--- src/rtl/ex_muldiv_unit.sv ---
// Iterative multiply/divide unit for the EX stage: 32-cycle shift-add multiply and
// restoring divide on operand magnitudes, with HI/LO registers and a pipeline hold request.
module ex_muldiv_unit (
    input  logic        CLK,
    input  logic        RESET,
    input  logic [5:0]  EX_Opcode,
    input  logic [5:0]  EX_Funct,
    input  logic [31:0] EX_RS_Data,
    input  logic [31:0] EX_RT_Data,
    output logic        MD_STALL,
    output logic        MD_BUSY,
    output logic [31:0] MD_RESULT,
    output logic        MD_RESULT_SEL,
    output logic [31:0] HI,
    output logic [31:0] LO
);
    // state | meaning
    // IDLE  | waiting; MTHI/MTLO/MFHI/MFLO serviced here, mul/div start on decode
    // BUSY  | one quotient/product bit retired per cycle, 32 cycles
    // DONE  | result in HI/LO; the finished instruction is still in EX and is ignored
    typedef enum logic [1:0] {IDLE, BUSY, DONE} state_t;

    localparam logic [5:0] F_MFHI  = 6'h10;
    localparam logic [5:0] F_MTHI  = 6'h11;
    localparam logic [5:0] F_MFLO  = 6'h12;
    localparam logic [5:0] F_MTLO  = 6'h13;
    localparam logic [5:0] F_MULT  = 6'h18;
    localparam logic [5:0] F_MULTU = 6'h19;
    localparam logic [5:0] F_DIV   = 6'h1A;
    localparam logic [5:0] F_DIVU  = 6'h1B;

    state_t      state;
    logic [5:0]  iter_cnt;
    logic [63:0] acc;
    logic [31:0] opb;
    logic        is_div;
    logic        neg_res;
    logic        neg_rem;
    logic        div_zero;

    logic        is_rtype, dec_mult, dec_multu, dec_div, dec_divu;
    logic        dec_mfhi, dec_mthi, dec_mflo, dec_mtlo;
    logic        dec_start, dec_signed, dec_isdiv;
    logic        rs_neg, rt_neg;
    logic [31:0] rs_mag, rt_mag;

    assign is_rtype   = (EX_Opcode == 6'h00);
    assign dec_mult   = is_rtype && (EX_Funct == F_MULT);
    assign dec_multu  = is_rtype && (EX_Funct == F_MULTU);
    assign dec_div    = is_rtype && (EX_Funct == F_DIV);
    assign dec_divu   = is_rtype && (EX_Funct == F_DIVU);
    assign dec_mfhi   = is_rtype && (EX_Funct == F_MFHI);
    assign dec_mthi   = is_rtype && (EX_Funct == F_MTHI);
    assign dec_mflo   = is_rtype && (EX_Funct == F_MFLO);
    assign dec_mtlo   = is_rtype && (EX_Funct == F_MTLO);
    assign dec_start  = dec_mult | dec_multu | dec_div | dec_divu;
    assign dec_signed = dec_mult | dec_div;
    assign dec_isdiv  = dec_div | dec_divu;

    assign rs_neg = dec_signed & EX_RS_Data[31];
    assign rt_neg = dec_signed & EX_RT_Data[31];
    assign rs_mag = rs_neg ? -EX_RS_Data : EX_RS_Data;
    assign rt_mag = rt_neg ? -EX_RT_Data : EX_RT_Data;

    // acc holds {partial product, multiplier} for multiply and {remainder, dividend/quotient} for divide
    logic [32:0] mul_sum;
    logic [63:0] mul_next;
    logic [32:0] div_shift;
    logic [32:0] div_diff;
    logic        div_ge;
    logic [63:0] div_next;
    logic [63:0] acc_next;

    assign mul_sum   = {1'b0, acc[63:32]} + (acc[0] ? {1'b0, opb} : 33'd0);
    assign mul_next  = {mul_sum, acc[31:1]};
    assign div_shift = {acc[63:32], acc[31]};
    assign div_ge    = (div_shift >= {1'b0, opb});
    assign div_diff  = div_shift - {1'b0, opb};
    assign div_next  = {(div_ge ? div_diff[31:0] : div_shift[31:0]), acc[30:0], div_ge};
    assign acc_next  = is_div ? div_next : mul_next;

    // A zero divisor leaves the dividend magnitude in the remainder, so the sign fix restores it exactly
    logic [63:0] prod_fix;
    logic [31:0] quo_fix, rem_fix, hi_fin, lo_fin;

    assign prod_fix = neg_res ? -acc_next : acc_next;
    assign quo_fix  = div_zero ? 32'hFFFF_FFFF : (neg_res ? -acc_next[31:0] : acc_next[31:0]);
    assign rem_fix  = neg_rem ? -acc_next[63:32] : acc_next[63:32];
    assign hi_fin   = is_div ? rem_fix : prod_fix[63:32];
    assign lo_fin   = is_div ? quo_fix : prod_fix[31:0];

    always_ff @(posedge CLK or posedge RESET) begin
        if (RESET) begin
            state    <= IDLE;
            iter_cnt <= 6'd0;
            acc      <= 64'd0;
            opb      <= 32'd0;
            is_div   <= 1'b0;
            neg_res  <= 1'b0;
            neg_rem  <= 1'b0;
            div_zero <= 1'b0;
            MD_BUSY  <= 1'b0;
            HI       <= 32'd0;
            LO       <= 32'd0;
        end else begin
            case (state)
                IDLE: begin
                    if (dec_start) begin
                        state    <= BUSY;
                        MD_BUSY  <= 1'b1;
                        iter_cnt <= 6'd0;
                        is_div   <= dec_isdiv;
                        neg_res  <= rs_neg ^ rt_neg;
                        neg_rem  <= dec_isdiv & rs_neg;
                        div_zero <= dec_isdiv & (EX_RT_Data == 32'd0);
                        opb      <= dec_isdiv ? rt_mag : rs_mag;
                        acc      <= {32'd0, (dec_isdiv ? rs_mag : rt_mag)};
                    end else begin
                        if (dec_mthi) HI <= EX_RS_Data;
                        if (dec_mtlo) LO <= EX_RS_Data;
                    end
                end
                BUSY: begin
                    acc      <= acc_next;
                    iter_cnt <= iter_cnt + 6'd1;
                    if (iter_cnt == 6'd31) begin
                        state   <= DONE;
                        MD_BUSY <= 1'b0;
                        HI      <= hi_fin;
                        LO      <= lo_fin;
                    end
                end
                DONE:    state <= IDLE;
                default: state <= IDLE;
            endcase
        end
    end

    assign MD_STALL      = ~RESET & (((state == IDLE) & dec_start) | (state == BUSY));
    assign MD_RESULT_SEL = dec_mfhi | dec_mflo;
    assign MD_RESULT     = dec_mfhi ? HI : (dec_mflo ? LO : 32'd0);
endmodule

--- config.mk ---
export PLATFORM = sky130hd
export DESIGN_NAME = ex_muldiv_unit
export DESIGN_NICKNAME = d
export VERILOG_FILES = /design/src/rtl/ex_muldiv_unit.sv
export SDC_FILE = /design/constraint.sdc
export NUM_CORES = 1
export LEC_CHECK = 0
export BUFFER_PORTS_ARGS = -buffer_cell sky130_fd_sc_hd__buf_4
export CAP_MARGIN = 20
export CORE_MARGIN = 3
export CORE_UTILIZATION = 30
export CTS_CLUSTER_DIAMETER = 80
export CTS_CLUSTER_SIZE = 40
export DETAILED_ROUTE_END_ITERATION = 16
export GPL_ROUTABILITY_DRIVEN = 0
export GPL_TIMING_DRIVEN = 0
export PLACE_DENSITY_LB_ADDON = 0.2
export SLEW_MARGIN = 20
export SYNTH_ARGS = -nofsm -noshare
export SYNTH_HDL_FRONTEND = slang
export SYNTH_SLANG_ARGS = --single-unit
--- constraint.sdc ---
create_clock -name CLK -period 12.96 [get_ports CLK]
set_input_delay 1.296 -clock CLK [delete_from_list [all_inputs] [get_ports CLK]]
set_output_delay 1.296 -clock CLK [all_outputs]
set_load 0.03 [all_outputs]
==> results of run 1 <==
[critical path: stages (launching register included)]
cell and delay [ps]:
dfrtp_1 330, buf_2 280, buf_2 440, buf_2 380, buf_2 390, buf_2 390
buf_2 440, buf_2 410, buf_1 780, buf_1 800, mux2i_1 410, ha_1 250
o211ai_1 120, o21bai_1 220, nor3_1 330, o21a_1 230, nand4_1 210, nand2_1 300
clkbuf_1 440, o21ai_0 210, xnor2_1 340, nand2_1 150, o21ai_0 140, o21ai_0 120
[through the flow]
stage                     hold WS [ps]  area (µm²)  util [%]  power (µW)
after floorplan                  458.0       16340         -        2768
after global placement           476.3       18500     34.79        3690
after detailed placement         492.1       18580     34.94        3707
after CTS                        505.4       19120     35.95        4229
after global routing             520.4       19130     35.97        4531
final                            495.3       19130     35.97        4292
[flip-flops by register name, indices dropped and copies added, names as in the netlist]
| signal | count |
|---|---|
| neg_res | 1 |
| is_div | 1 |
| acc | 64 |
| div_zero | 1 |
| opb | 32 |
| neg_rem | 1 |
| MD_BUSY | 1 |
| HI | 32 |
| iter_cnt | 6 |
| LO | 32 |
| state | 2 |
[per-layer routing]
| metal | vias to the layer above | track usage [%] |
|---|---|---|
| met2 | 1003 | 38.04 |
| met3 | 129 | 5.354 |
| met1 | 9040 | 37.80 |
| met4 | 0 | 8.265 |
| met5 | - | 0 |
| li1 | 8137 | - |
[area by class of cell]
class | instances | area share, %
well taps | 688 | 4.500
flip-flops and latches | 173 | 22.63
repair buffers | 176 | 7.104
clock buffers | 18 | 2.244
clock inverters | 14 | 0.5756
multi-input cells | 1770 | 58.79
plain buffers | 133 | 2.898
inverters | 62 | 1.256
[cells in the mapped netlist, types with 23 or more instances]
library cell,instances,area share [%]
clkbuf_1,84,1.9
a21oi_1,148,4.5
nand2_1,263,6.0
o22ai_1,38,1.5
inv_1,62,1.4
nor3_1,54,1.7
dfrtp_1,173,26
and2_1,45,1.7
o211ai_1,24,1.1
xor2_1,71,3.8
o31ai_1,32,1.5
nand3_1,53,1.6
xnor2_1,87,4.7
a21o_1,26,1.2
mux2i_1,77,4.7
ha_1,69,5.3
buf_2,23,0.70
nor2_1,184,4.2
o21ai_0,240,7.4
[layout by cell type, fill, tap and decap left out, types with 9 or more instances in the layout]
cell type	count
nor2_1	183
o21bai_1	9
buf_4	174
xor2_1	71
o21ai_0	240
and2_1	45
nand3_1	53
inv_1	61
o21a_1	13
a21oi_1	148
a31oi_1	22
clkbuf_1	85
clkbuf_16	17
nand2b_1	19
o211ai_1	24
xnor2_1	87
or3_1	22
o31ai_1	32
buf_2	24
ha_1	69
nor4_1	14
buf_1	22
dfrtp_1	173
nor3_1	54
o21ai_1	14
mux2i_1	77
and3_1	22
a22o_1	11
nand2_1	263
o41ai_1	9
a21o_1	26
nand4_1	21
nor2b_1	16
o22ai_1	38
a211oi_1	19
[power breakdown]
part	switching [µW]	internal (µW)
Combinational	1780	1010
Sequential	254	725
Clock	266	250
Total	2300	1990
[path summary, 6_finish.rpt]
check,cells after the start,from,slack (ps),end
hold reg to reg,2,MD_BUSY,500,MD_BUSY
min in group asynchronous,2,RESET,740,acc[58]
setup / recovery,23,is_div,4640,HI[2]
max in group asynchronous,4,RESET,11100,LO[5]
setup reg to reg,23,is_div,4640,HI[2]
hold / removal,2,MD_BUSY,500,MD_BUSY
[cells by family after synthesis]
group,Yosys count
flip-flops,173
AO/OA/AOI/OAI,689
AND/OR/NAND/NOR,767
adder cells (fa/ha/maj),71
multiplexers,85
buffers and inverters,195
XOR/XNOR,158
==> impl_metrics.tcl, run 1 <==
set metrics [dict create \
    core_um2 53180 \
    routed_wl_um 76370 \
    synthArstFlopShare_pct 100.0 \
    endpoint_kind "register" \
    synth_area_per_cell_um2 7.643 \
    top_layer "met4" \
    hpwl_um 61390 \
    drcViolationCount 0 \
    crit_fanout 10 \
    post_cts_resize_count 0 \
    drv_slew 0 \
    cp.arrival_ps 8630 \
    relSlewSlack_pct 30.81 \
    layout.cells.non_filler 3034 \
    synth_edf_count 0 \
    multi_input_area_um2 11250 \
    netlist-cell-type-count 99 \
    startpoint_type "register" \
    rows 84 \
    initial_utilization_pct 30.73 \
    grt_pass1_vias 17090 \
    area_growth_pct 17.06 \
    synth_cells 2138 \
    fmax_mhz 120.2 \
    wire_per_inst_um 25.17 \
    synth_compound_area_share_pct 26.87 \
    drt_iter0_drc 2663 \
    numPortBuffers 173 \
    hp-class "register to register" \
    cts.reportedPaths.clkPinSlew_ps 70 \
    finalSetupViolCount 0 \
    die_h_um 239.4 \
    postCtsSetupRepairBufs 0 \
    fin_ws_ps 4642 \
    synth_fa_ha_area_share_pct 5.528 \
    clkSinkCount 173 \
    skew_ps 22.73 \
    wl_met3_um 7437 \
    die_area_um2 57310 \
    hold_viol_final 0 \
    syn_area_um2 16340 \
    period_needed_ps 8318 \
    timing.setup.tns_ps 0 \
    nets 2482 \
    ff_latch_area_um2 4329 \
    preCtsSetupSlack_ps 5112 \
    cts-root-buf "clkbuf_16" \
    synth-xor-area-share_pct 8.469 \
    numCtsBuffers 17 \
    post-route-period-util_pct 64.18 \
    worstSetupPathType "register to register" \
    ir_worst_vdd_mv 0.1002 \
    antenna_found_initial 1 \
    clock_path_buffers 2 \
    drive_gt1_share_pct 12.70 \
    grt_setup_unrepaired "no" \
    ctsHtreeMaxLevel 4 \
    p_leak_uw 0.008030 \
    cts_tree "yes" \
    crit_required_ps 13270 \
    grt_max_degree 81 \
    clkLatencyLatePin_ps 470 \
    p_per_area_nw_per_um2 224.4 \
    wl_met1_um 33950 \
    grt_pass1_wl_um 111500 \
    wl_met2_um 32300 \
    ys_ff_latch 173 \
    status "complete, no violations" \
    cts_hold_buf 0 \
    fillCellCount 5667 \
    ys.flop_type "dfrtp_1" \
    antenna_cells 0 \
    ios 177 \
    synth_fp_nets 2287 \
    die_x_um 239.4 \
    drtAntennaViolNets 0 \
    place_inst 3002 \
    viasPerCell 6.035 \
    overflow 0 \
    drv_cap 0 \
    tightest_slew_ps 1038 \
    firstDrtPassIters 6 \
    grtUsageTotal_pct 25.90 \
    synthMuxAreaShare_pct 5.268 \
    vias 18310 \
    yosys.area_share.simple_pct 22.56 \
    synth_top_family_by_area "compound AO/OA/AOI/OAI gates" \
    yosys_warnings 0 \
    synth-seq-area-share_pct 26.49 \
]
Power figures use the tool's default switching activity.
==> inputs of run 2 (changes only) <==
==> constraint.sdc (replaced) <==
create_clock -name CLK -period 6.8 [get_ports CLK]
set_input_delay 0.68 -clock CLK [delete_from_list [all_inputs] [get_ports CLK]]
set_output_delay 0.68 -clock CLK [all_outputs]
set_load 0.03 [all_outputs]
==> impl_metrics.tcl, run 2 (same netlist as run 1, synthesis figures left out) <==
set metrics [dict create \
    cts-root-buf "clkbuf_16" \
    final_cell_mix "nand2_1, o21ai_0, nor2_1" \
    cts_tree "yes" \
    largest_reg_flops 64 \
    p_leak_uw 0.008033 \
    period_needed_ps 6476 \
    finalSetupViolCount 0 \
    vias 18200 \
    endpoint_kind "register" \
    post-route-period-util_pct 95.24 \
    hp-class "input pin to async pin" \
    clkSinkCount 173 \
    die_h_um 239.4 \
    die_area_um2 57310 \
    nets 2479 \
    ctsHtreeMaxLevel 4 \
    drv_cap 0 \
    viasPerCell 6.003 \
    crit_required_ps 7110 \
    final_common_cell "nand2_1" \
    hold_viol_final 0 \
    initial_utilization_pct 30.73 \
    drt_iter0_drc 2467 \
    core_um2 53180 \
    hpwl_um 61390 \
    numPortBuffers 173 \
    overflow 0 \
    grt_max_degree 81 \
    wire_per_inst_um 25.05 \
    drcViolationCount 0 \
    worstSetupPathType "register to register" \
    die_x_um 239.4 \
    numCtsBuffers 17 \
    tightest_slew_ps 1021 \
    clkLatencyLatePin_ps 470 \
    p_per_area_nw_per_um2 426.9 \
    regMostFlops "acc" \
    cts.reportedPaths.clkPinSlew_ps 80 \
    postCtsSetupRepairBufs 0 \
    timing.setup.tns_ps 0 \
    fmax_mhz 154.4 \
    clock_path_buffers 2 \
    area_growth_pct 17.04 \
    ir_worst_vdd_mv 0.1900 \
    grt_setup_unrepaired "no" \
    relSlewSlack_pct 31.97 \
    startpoint_type "register" \
    grt_pass1_vias 17060 \
    cp.arrival_ps 6790 \
    rows 84 \
    antenna_found_initial 1 \
    fillCellCount 5663 \
    skew_ps 21.26 \
    grt_pass1_wl_um 111200 \
    drtAntennaViolNets 0 \
    drive_gt1_share_pct 12.76 \
    final_util_pct 35.96 \
    reg2reg_slack_ps 320 \
    drv_slew 0 \
    status "complete, no violations" \
    crit_fanout 28 \
    firstDrtPassIters 6 \
    antenna_cells 0 \
    routed_wl_um 75920 \
    grtUsageTotal_pct 25.83 \
    ios 177 \
]
-- run 2: cell count changes in the layout (fill, tap and decap cells not counted), sizes merged --
cell	change
clkbuf	-1
buf	-2
-- run 2: metrics by stage --
stage          hold slack (ps)  total power [µW]  area (µm²)  worst slack, ps  std cells
5_1_grt                  132.4              8635       19120            87.48       3031
6_report                 131.4              8164       19120            323.6       3031
2_1_floorplan            458.0              5276       16340             1432       2138
3_3_place_gp             476.3              7033       18500            -1221       2999
4_1_cts                  125.1              8060       19110            1.253       3032
3_5_place_dp             492.1              7065       18580            -1048       3002
-- run 2: cell type report --
class	count	area (µm²)	area share, %
buffer	130	550.5	2.879
clock buffer	18	429.2	2.244
clock inverter	14	110.1	0.5757
inverter	62	240.2	1.256
multi-input combinational	1770	11250	58.80
sequential	173	4329	22.64
tap	688	860.8	4.501
timing repair buffer	176	1359	7.105
-- run 2: report_power, final --
group	total, µW	switching [µW]	internal, µW
registers	1860	483	1380
logic	5320	3390	1930
clock network	980	505	476
-- run 2: routing by layer --
metal / GRT usage [%] / vias to the layer above / share of wire [%]
met5: 0 / - / 0
met4: 8.448 / 0 / 3.5
met3: 5.561 / 133 / 9.9
met2: 37.82 / 1013 / 42
met1: 37.56 / 8918 / 44
li1: - / 8131 / -
-- run 2: timing repair --
item / 4_1_cts / 5_1_grt
hold buffers: 0 / 0
setup endpoints to repair: 23 / 13
endpoints found under the hold margin: 0 / 0
resized for setup: 0 / 5
-- run 2: critical path: stages, from the launching register on --
cell      delay (ps)
dfrtp_1          330
buf_2            270
buf_2            450
buf_2            380
buf_2            390
buf_2            390
buf_2            450
buf_6            410
mux2i_1          380
ha_1             250
o211ai_1         120
o21bai_1         220
nor3_1           300
o21a_1           230
nand4_1          210
nand2_1          310
clkbuf_2         300
o21ai_0          160
xnor2_1          350
nand2_1          150
o21ai_0          140
o21ai_0          120
-- run 2: worst paths after layout --
check | depth (start not counted) | end | startpoint
max in group asynchronous | 4 | opb[0] | RESET
min in group CLK | 2 | MD_BUSY | MD_BUSY
min | 2 | acc[58] | RESET
max | 21 | HI[2] | is_div
max reg2reg | 21 | HI[2] | is_div
min reg2reg | 2 | MD_BUSY | MD_BUSY
==> inputs of run 3 (changes only) <==
--- a/config.mk
+++ b/config.mk
@@ -9,10 +9,10 @@
 export CAP_MARGIN = 20
 export CORE_MARGIN = 3
 export CORE_UTILIZATION = 30
+export CTS_BUF_LIST = sky130_fd_sc_hd__clkbuf_16
 export CTS_CLUSTER_DIAMETER = 80
 export CTS_CLUSTER_SIZE = 40
 export DETAILED_ROUTE_END_ITERATION = 16
-export GPL_ROUTABILITY_DRIVEN = 0
 export GPL_TIMING_DRIVEN = 0
 export PLACE_DENSITY_LB_ADDON = 0.2
 export SLEW_MARGIN = 20
==> impl_metrics.tcl, run 3 (same netlist as run 1, synthesis figures left out) <==
set metrics [dict create \
    p_total_uw 8262 \
    endpoint_kind "register" \
    ios 177 \
    die_h_um 239.4 \
    rows 84 \
    nets 2478 \
    viasPerCell 5.944 \
    die_x_um 239.4 \
    wire_per_inst_um 25.66 \
    cts-root-buf "clkbuf_16" \
    core_um2 53180 \
    drcViolationCount 0 \
    antenna_cells 0 \
    drv_slew 0 \
    hpwl_um 63590 \
    startpoint_type "register" \
    multi_input_area_um2 11240 \
    ctsHtreeMaxLevel 4 \
    cp_top_family "buffers and inverters" \
    drv_cap 0 \
    crit_fanout 28 \
    dpl_cell_area_um2 18550 \
    fmax_mhz 149.7 \
    largest_reg_flops 64 \
    final_area_um2 19150 \
    die_area_um2 57310 \
    skew_ps 12.88 \
    initial_utilization_pct 30.73 \
    antenna_found_initial 2 \
    p_leak_uw 0.008050 \
    worstSetupPathType "register to register" \
    place.gp.congestion 0.9726 \
    crit_required_ps 7200 \
    crit_path_cell_trace "buf_2 -> buf_2 -> buf_2 -> buf_2 -> buf_2 -> buf_2 -> buf_6 -> mux2i_1 -> ha_1 -> o211ai_1 -> o21bai_1 -> nor3_1 -> o21a_1 -> nand4_1 -> nand2_1 -> nand4_1 -> o21ai_0 -> a31oi_1 -> xnor2_1 -> nand2_1 -> a21oi_1" \
    grt_pass1_wl_um 112400 \
    numCtsBuffers 17 \
    relSlewSlack_pct 33.17 \
    crit_buf_inv 7 \
    final_common_cell "nand2_1" \
    grt_pass1_vias 16720 \
    postCtsSetupRepairBufs 0 \
    area_growth_pct 17.21 \
    regMostFlops "acc" \
    grt_setup_unrepaired "no" \
    hp-class "input pin to async pin" \
    cts_hold_buf 0 \
    crit_slowest_cell "buf_2" \
    cts_tree "yes" \
    cts.reportedPaths.clkPinSlew_ps 70 \
    clock_path_buffers 2 \
    ff_latch_area_um2 4329 \
    firstDrtPassIters 5 \
    cp.arrival_ps 7070 \
    cpPeakStageDelay_ps 470 \
    grt_max_degree 97 \
    p_per_area_nw_per_um2 431.4 \
    post-route-period-util_pct 98.21 \
    clkLatencyLatePin_ps 470 \
    period_needed_ps 6678 \
    drive_gt1_share_pct 12.64 \
    vias 18010 \
    hold_viol_final 0 \
    drt_iter0_drc 2205 \
    overflow 0 \
    path_common_cell "buf_2" \
    numPortBuffers 173 \
    fillCellCount 5711 \
    grtUsageTotal_pct 26.59 \
    drtAntennaViolNets 0 \
    finalSetupViolCount 0 \
    ir_worst_vdd_mv 0.1864 \
    tightest_slew_ps 1003 \
    final_cell_mix "nand2_1, o21ai_0, nor2_1" \
    routed_wl_um 77760 \
    clkSinkCount 173 \
    status "complete, no violations" \
]
## run 3: final timing paths
| kind | from | end | slack, ps | cells after the start |
|---|---|---|---|---|
| max | is_div | HI[16] | 120 | 21 |
| max reg2reg | is_div | HI[16] | 120 | 21 |
| max in group asynchronous | RESET | HI[3] | 5570 | 3 |
| min reg2reg | iter_cnt[5] | iter_cnt[5] | 500 | 1 |
| min in group CLK | iter_cnt[5] | iter_cnt[5] | 500 | 1 |
| min | RESET | acc[57] | 300 | 2 |
## run 3: report_power, final
part	switching (µW)	internal [µW]	total (µW)
Clock	477	577	1050
Combinational	3410	1930	5330
Sequential	492	1380	1870
Total	4380	3890	8260
## run 3: stage by stage
stage	worst slack (ps)	cells	util [%]	setup TNS, ps	hold slack (ps)
final	121.8	3030	36.01	0	295.7
after global placement	-1423	2999	34.79	-217120	481.7
after global routing	60.06	3030	36.01	0	325.5
after CTS	97.89	3031	35.99	0	314.0
after floorplan	1432	2138	-	0	458.0
after detailed placement	-1299	3001	34.88	-19810	485.2
## run 3: layer usage
metal | wire length (µm) | GRT usage, %
met5 | 0 | 0
met4 | 2505 | 8.301
met3 | 7205 | 6.713
met2 | 32830 | 39.06
met1 | 35220 | 38.13
## run 3: cell type report
| type | count | share of cell area (%) |
|---|---|---|
| sequential | 173 | 22.60 |
| buffer | 130 | 2.875 |
| tap | 688 | 4.495 |
| inverter | 62 | 1.254 |
| clock buffer | 17 | 2.221 |
| timing repair buffer | 175 | 6.951 |
| clock inverter | 15 | 0.8885 |
| multi-input combinational | 1770 | 58.71 |
## run 3: timing repair
action / in CTS / in global routing
gates resized for setup: 1 / 3
endpoints found under the setup margin: 24 / 7
cloned: 0 / 0
